[src/rtl/arbiter_request_controller.sv]
// Per-device bus front end: takes a burst command, requests the shared bus, streams the beats, then releases.
// Optional grant-wait timeout is enabled by defining REQUEST_TIMEOUT_EN.
module arbiter_request_controller #(
  parameter int DATA_WIDTH     = 32,
  parameter int LENGTH_WIDTH   = 8,
  parameter int TIMEOUT_CYCLES = 256
) (
  input  logic                    clock,
  input  logic                    reset,
  input  logic                    cmd_valid,
  output logic                    cmd_ready,
  input  logic [LENGTH_WIDTH-1:0] cmd_length,
  output logic                    cmd_done,
  output logic                    cmd_error,
  input  logic                    wr_valid,
  input  logic [DATA_WIDTH-1:0]   wr_data,
  output logic                    wr_ready,
  output logic                    request,
  input  logic                    grant,
  output logic                    bus_valid,
  output logic [DATA_WIDTH-1:0]   bus_data,
  output logic                    bus_last,
  input  logic                    bus_ready
);

  localparam logic [1:0] IDLE     = 2'd0;
  localparam logic [1:0] REQUEST  = 2'd1;
  localparam logic [1:0] TRANSFER = 2'd2;
  localparam logic [1:0] RELEASE  = 2'd3;

  if (TIMEOUT_CYCLES < 1) begin : g_bad_timeout
    $error("TIMEOUT_CYCLES must be at least 1");
  end

  logic [1:0]              state;
  logic [LENGTH_WIDTH-1:0] count;
  logic [LENGTH_WIDTH-1:0] length;
  logic                    handshake;

  assign cmd_ready = (state == IDLE);
  assign bus_valid = (state == TRANSFER) && grant && wr_valid;
  assign wr_ready  = bus_valid && bus_ready;
  assign handshake = wr_ready;
  assign bus_data  = wr_data;
  assign bus_last  = bus_valid && (count == length - 1'b1);

`ifdef REQUEST_TIMEOUT_EN
  localparam int TW = (TIMEOUT_CYCLES > 1) ? $clog2(TIMEOUT_CYCLES) : 1;

  logic [TW-1:0] wait_count;
  logic          timed_out;
  logic          error_q;

  assign cmd_error = error_q;
`else
  assign cmd_error = 1'b0;
`endif

  always_ff @(posedge clock) begin
    if (reset) begin
      state    <= IDLE;
      request  <= 1'b0;
      cmd_done <= 1'b0;
      count    <= '0;
      length   <= '0;
`ifdef REQUEST_TIMEOUT_EN
      wait_count <= '0;
      timed_out  <= 1'b0;
      error_q    <= 1'b0;
`endif
    end else begin
      cmd_done <= 1'b0;
`ifdef REQUEST_TIMEOUT_EN
      error_q <= 1'b0;
`endif
      case (state)
        IDLE: begin
          if (cmd_valid) begin
            length <= cmd_length;
            count  <= '0;
`ifdef REQUEST_TIMEOUT_EN
            wait_count <= '0;
            timed_out  <= 1'b0;
`endif
            // A zero-length burst completes without ever touching the arbiter
            if (cmd_length == '0) begin
              cmd_done <= 1'b1;
            end else begin
              state   <= REQUEST;
              request <= 1'b1;
            end
          end
        end
        REQUEST: begin
          if (grant) begin
            state <= TRANSFER;
          end
`ifdef REQUEST_TIMEOUT_EN
          else if (wait_count == TW'(TIMEOUT_CYCLES - 1)) begin
            request   <= 1'b0;
            state     <= RELEASE;
            timed_out <= 1'b1;
          end else begin
            wait_count <= wait_count + 1'b1;
          end
`endif
        end
        TRANSFER: begin
          if (handshake) begin
            if (bus_last) begin
              state   <= RELEASE;
              request <= 1'b0;
            end else begin
              count <= count + 1'b1;
            end
          end
        end
        RELEASE: begin
          // Hold off until the arbiter has let go, so a lingering grant is never reused
          if (!grant) begin
            cmd_done <= 1'b1;
            state    <= IDLE;
`ifdef REQUEST_TIMEOUT_EN
            error_q <= timed_out;
`endif
          end
        end
        default: state <= IDLE;
      endcase
    end
  end

endmodule

[config.mk]
export PLATFORM = sky130hd
export DESIGN_NAME = arbiter_request_controller
export DESIGN_NICKNAME = d
export VERILOG_FILES = /design/src/rtl/arbiter_request_controller.sv
export SDC_FILE = /design/constraint.sdc
export NUM_CORES = 1
export LEC_CHECK = 0
export BUFFER_PORTS_ARGS = -buffer_cell sky130_fd_sc_hd__buf_2
export CAP_MARGIN = 25
export CORE_UTILIZATION = 44
export CTS_BUF_LIST = sky130_fd_sc_hd__clkbuf_16
export DETAILED_ROUTE_END_ITERATION = 10
export PLACE_DENSITY_LB_ADDON = 0.12
export SYNTH_ARGS = -nofsm -noshare
export SYNTH_HDL_FRONTEND = slang
export SYNTH_SLANG_ARGS = --single-unit
export TNS_END_PERCENT = 5
[constraint.sdc]
create_clock -name clock -period 3.1 [get_ports clock]
set_clock_uncertainty 0.2 [all_clocks]
set_input_delay 0.155 -clock clock [delete_from_list [all_inputs] [get_ports clock]]
set_output_delay 0.155 -clock clock [all_outputs]
set_load 0.005 [all_outputs]
# [After elaboration in Yosys (flattened, before gate mapping)]
# Index checks and enable logic that the tools add are counted.
[classes] n_mux=20 n_eq_ne=11 n_mul=0 shifts=0 reduce_logical=11 n_bitwise=0 add_sub_neg=2 n_lt_le_gt_ge=0 n_div=0
[ops] op="$mux 8" count=3
[ops] op="$pmux 8 s2" count=1
[ops] op="$ne 2x2->1 const B" count=7
[ops] op="$mux 2" count=6
[ops] op="$add 8x1->8 const B" count=1
[ops] op="$eq 8x8->1" count=1
[ops] op="$logic_not 8->1" count=1
[ops] op="$pmux 2 s4" count=1
[ops] op="$sub 8x1->8 const B" count=1
[ops] op="$mux 1" count=7
[ops] op="$reduce_and 6->1" count=1
[ops] op="$reduce_and 5->1" count=1
[ops] op="$eq 2x2->1 const B" count=2
[ops] op="$logic_and 1x1->1" count=4
[ops] op="$pmux 1 s2" count=2
[ops] op="$reduce_and 4->1" count=1
[ops] op="$eq 2x1->1 const B" count=1
[ops] op="$logic_not 2->1" count=1
[ops] op="$reduce_and 2->1" count=1
[ops] op="$reduce_bool 2->1" count=1
[totals] out_inout_bits=39 ramBits=0 memories=0 inputBits=46 rom_bits=0 latchBits=0 reg_bits=20

# [Longest topological paths before layout]
[depth] word_depth=7 ltp_mapped=9 depth_no_buf=8

# [Worst setup path after synthesis]
# Ideal clock, no wire load.
[synth_path] path_type="reg2reg" start="reg state[0]" end="reg count[5]" path_stages_with_launch=8 slack_ns=0.791 arrival_time_ns=2.036 cell_sequence="dfxtp_1 -> inv_1 -> ha_1 -> nor2b_1 -> a211oi_1 -> nand4_1 -> or4_1 -> a21oi_1"
[synth_between] elab_cells_between_ends=12 cone_classes="eq/ne (4); mux (1); reduce/logical (7)"
[synth_lines] item="start, declared" line="35" text="logic [1:0] state;"
[synth_lines] item="start signal, assigned" line="61" text="state <= IDLE;"
[synth_lines] item="start signal, assigned" line="89" text="state <= REQUEST;"
[synth_lines] item="start signal, assigned" line="96" text="state <= TRANSFER;"
[synth_lines] item="$logic_not 2->1 *"
[synth_lines] item="named net cmd_ready" line="11" text="output logic cmd_ready,"
[synth_lines] item="$ne 2x2->1 (no line) or $reduce_bool 2->1 (tied branches)"
[synth_lines] item="$reduce_and 4->1 (no line)"
[synth_lines] item="end signal, assigned" line="114" text="count <= count + 1'b1;"
[synth_lines] item="end, declared" line="36" text="logic [LENGTH_WIDTH-1:0] count;"
# Mark *: on every way through the listed nets, which the timed path passes. The rest lies on a longest branch.
# A chain may end at the register's enable or synchronous reset.

# [Worst setup path after layout]
[layout_path] start="reg count[3]" end="out bus_last"
[layout_between] elab_chain_len=2
[layout_lines] item="$eq 8x8->1" line="45" text="assign bus_last = bus_valid && (count == length - 1'b1);"
[layout_lines] item="$logic_and 1x1->1" line="45"
[layout_lines] item="end, declared" line="22" text="output logic bus_last,"
# No other way between the ends.

==> impl_metrics.json <==
{
  "wl_per_cell_um": 13.69,
  "synthFlopType": "dfxtp_1",
  "grt_pass1_vias": 1149,
  "track_usage_pct": 18.24,
  "firstDrtPassIters": 4,
  "final_util_pct": 48.87,
  "p_switching_uw": 386.5,
  "globalRoute.totalOverflow": 0,
  "path_cells": "or4_4 > a31oi_2 > o31ai_2 > a2111oi_2 > buf_2",
  "crit_path_end_kind": "output port",
  "syn-num-nets": 234,
  "ys_ff_latch": 20,
  "tns_ns": 0,
  "syn-instance-count": 182,
  "cts_root_buffer": "clkbuf_16",
  "busiest_layer": "met2",
  "synth-adder-area-share_pct": 5.102,
  "synth_top_family_by_area": "buffers and inverters",
  "fmax_mhz": 386.1,
  "antenna_found_initial": 0,
  "viasPerCell": 5.367,
  "h-tree-depth": 1,
  "cp_slowest_cell": "or4_4",
  "clkPwrFrac_pct": 25.3,
  "die_y_um": 59.83,
  "cts_tree": "yes",
  "peakVddDrop_mv": 0.4567,
  "synth_edf_count": 0,
  "muxShareOfSynthArea_pct": 0.7653,
  "path_class": "flop to output port",
  "wl_um": 3026,
  "die-area_sq_um": 3580,
  "syn_avg_cell_area_sq_um": 8.085,
  "crit_fanout": 11,
  "clockBufferDepth": 2,
  "drive_gt1_share_pct": 16.38,
  "ys_warn_count": 0,
  "final_common_cell": "nand2_1",
  "rsz0062_at_grt": "false",
  "grt_use_met3_pct": 2.814,
  "drc": 0,
  "cts_setup_buffers": 0,
  "fp.dieW_um": 59.83,
  "gp_congestion": 0.7837,
  "boundaryPins": 85,
  "worstMarginPinSlew_ns": 0.7399,
  "cts_sinks": 20,
  "grt_pass1_wl_um": 5050,
  "outcome": "finished clean",
  "dr.first_iter.drc_count": 36,
  "hpwl_um": 2267,
  "p_comb_share_pct": 41.9,
  "period_needed_ns": 2.590,
  "finalMaxSlewViolations": 0,
  "cp.required_ns": 2.74,
  "initial_core_util_pct": 47.42,
  "synth-simple-area-share_pct": 19.81,
  "startpoint_type": "flop",
  "synth-seq-area-share_pct": 27.21,
  "ant_nets": 0,
  "met2_usage_pct": 32.54,
  "arrival_ns": 2.23,
  "p_leak_uw": 0.0005829,
  "post_synth_xor_area_fraction_pct": 6.548,
  "num_vias": 1186,
  "whs_ns": 0.06883,
  "grt_max_degree": 18,
  "drv_cap": 0,
  "final-setup-viol-count": 0,
  "synthArstFlopShare_pct": 0,
  "powerDensity_nw_per_um2": 684.0,
  "fin_crit_sh_pct": 83.54,
  "totalPowerFinal_uw": 1037,
  "hold_buffers": 8,
  "layout.nets": 230,
  "coreArea_sq_um": 3103,
  "worst_slew_margin_rel_pct": 50.15,
  "syn2layout_area_growth_pct": 3.061,
  "cts_resized": 0,
  "p_int_uw": 650.8,
  "layout_common_cells": "nand2_1, dfxtp_1, a21oi_1, buf_2",
  "synth-compound-area-share_pct": 19.81,
  "holdCritPathClass": "input port to flop",
  "pre_cts_ws_ns": 0.5290,
  "io_buffers": 19,
  "cpPeakStageDelay_ns": 0.57,
  "finalHoldViolations": 0,
  "rows": 20,
  "synth_cell_types": 40,
  "clk_latency_ns": 0.25,
  "layout_setup_ws_ns": 0.5103,
  "p_sw_share_pct": 37.26,
  "path_clk_slew_ns": 0.06,
  "pwr-share-seq_pct": 32.9,
  "syn_area_sq_um": 1471,
  "diodes": 0,
  "rrSetupSlack_ns": 0.52,
  "cts_made_buffers": 3,
  "globalRouteMet1Util_pct": 21.87
}
## critical path, delay by kind of cell, from the launching register on
family / cells / cell delay (ns)
compound gates: 3 / 0.82
buf+inv: 1 / 0.20
simple gates: 1 / 0.57
flops: 1 / 0.40
## Yosys cell counts (2+ instances only)
master / count / area (sq um)
o31ai_1: 5 / 37.54
nand4_1: 6 / 37.54
ha_1: 6 / 75.07
dfxtp_1: 20 / 400.4
buf_4: 33 / 247.7
nand2_1: 21 / 78.83
a211oi_1: 2 / 15.01
o21ai_1: 4 / 20.02
or4_1: 4 / 30.03
or3_1: 3 / 18.77
o21a_1: 2 / 15.01
inv_1: 8 / 30.03
nand3b_1: 2 / 15.01
o21ai_0: 2 / 10.01
nor4_1: 2 / 12.51
xnor2_1: 6 / 52.55
clkbuf_1: 2 / 7.510
and3_1: 2 / 12.51
xor2_1: 5 / 43.79
a21oi_1: 19 / 95.09
nor2_1: 7 / 26.28
nor3_1: 3 / 15.01
## metrics by stage
step | cell area [sq um] | instances
2_1_floorplan | 1471 | 182
3_3_place_gp | 1358 | 209
3_5_place_dp | 1358 | 209
4_1_cts | 1516 | 221
5_1_grt | 1516 | 221
6_report | 1516 | 221
## sequential cells by signal (all words and copies together), names as in the netlist
| name | count |
|---|---|
| request | 1 |
| length | 8 |
| cmd_done | 1 |
| state | 2 |
| count | 8 |
## final cells by class
cell class                 count  area, sq um
fill                         319         1587
tap                           44        55.05
sequential                    20        400.4
timing repair buffer          28        182.7
clock inverter                 1        3.754
clock buffer                   3        75.07
inverter                       8        30.03
multi-input combinational    117        769.5
## power by group through the flow
| stage | Sequential (uW) | Combinational [uW] | Clock, uW |
|---|---|---|---|
| 3_5_place_dp | 346 | 427 | 0 |
| 5_1_grt | 348 | 485 | 278 |
| 2_1_floorplan | 336 | 374 | 0 |
| 6_report | 341 | 434 | 262 |
| 3_3_place_gp | 345 | 421 | 0 |
| 4_1_cts | 341 | 436 | 265 |
## final timing paths
check	startpoint	to	depth (start not counted)
max	count[3]	bus_last	5
max reg2reg	state[0]	count[7]	7
min reg2reg	length[7]	length[7]	2
min	reset	length[4]	2
## routing by layer
metal  vias up  share of wire [%]
li1        602                  -
met1       541                 45
met2        31                 47
met3        12                6.3
met4         0                1.7
met5         -                  0
## kinds of logic after synthesis
logic type                 count (synthesis)
adders and majority gates                  6
muxes                                      1
and+or+nand+nor                           56
buffers and inverters                     45
AOI/OAI and AO/OA                         42
xor gates and xnor gates                  11
other                                      1
DFF                                       20
No activity file was read; power rests on OpenSTA's default activity.
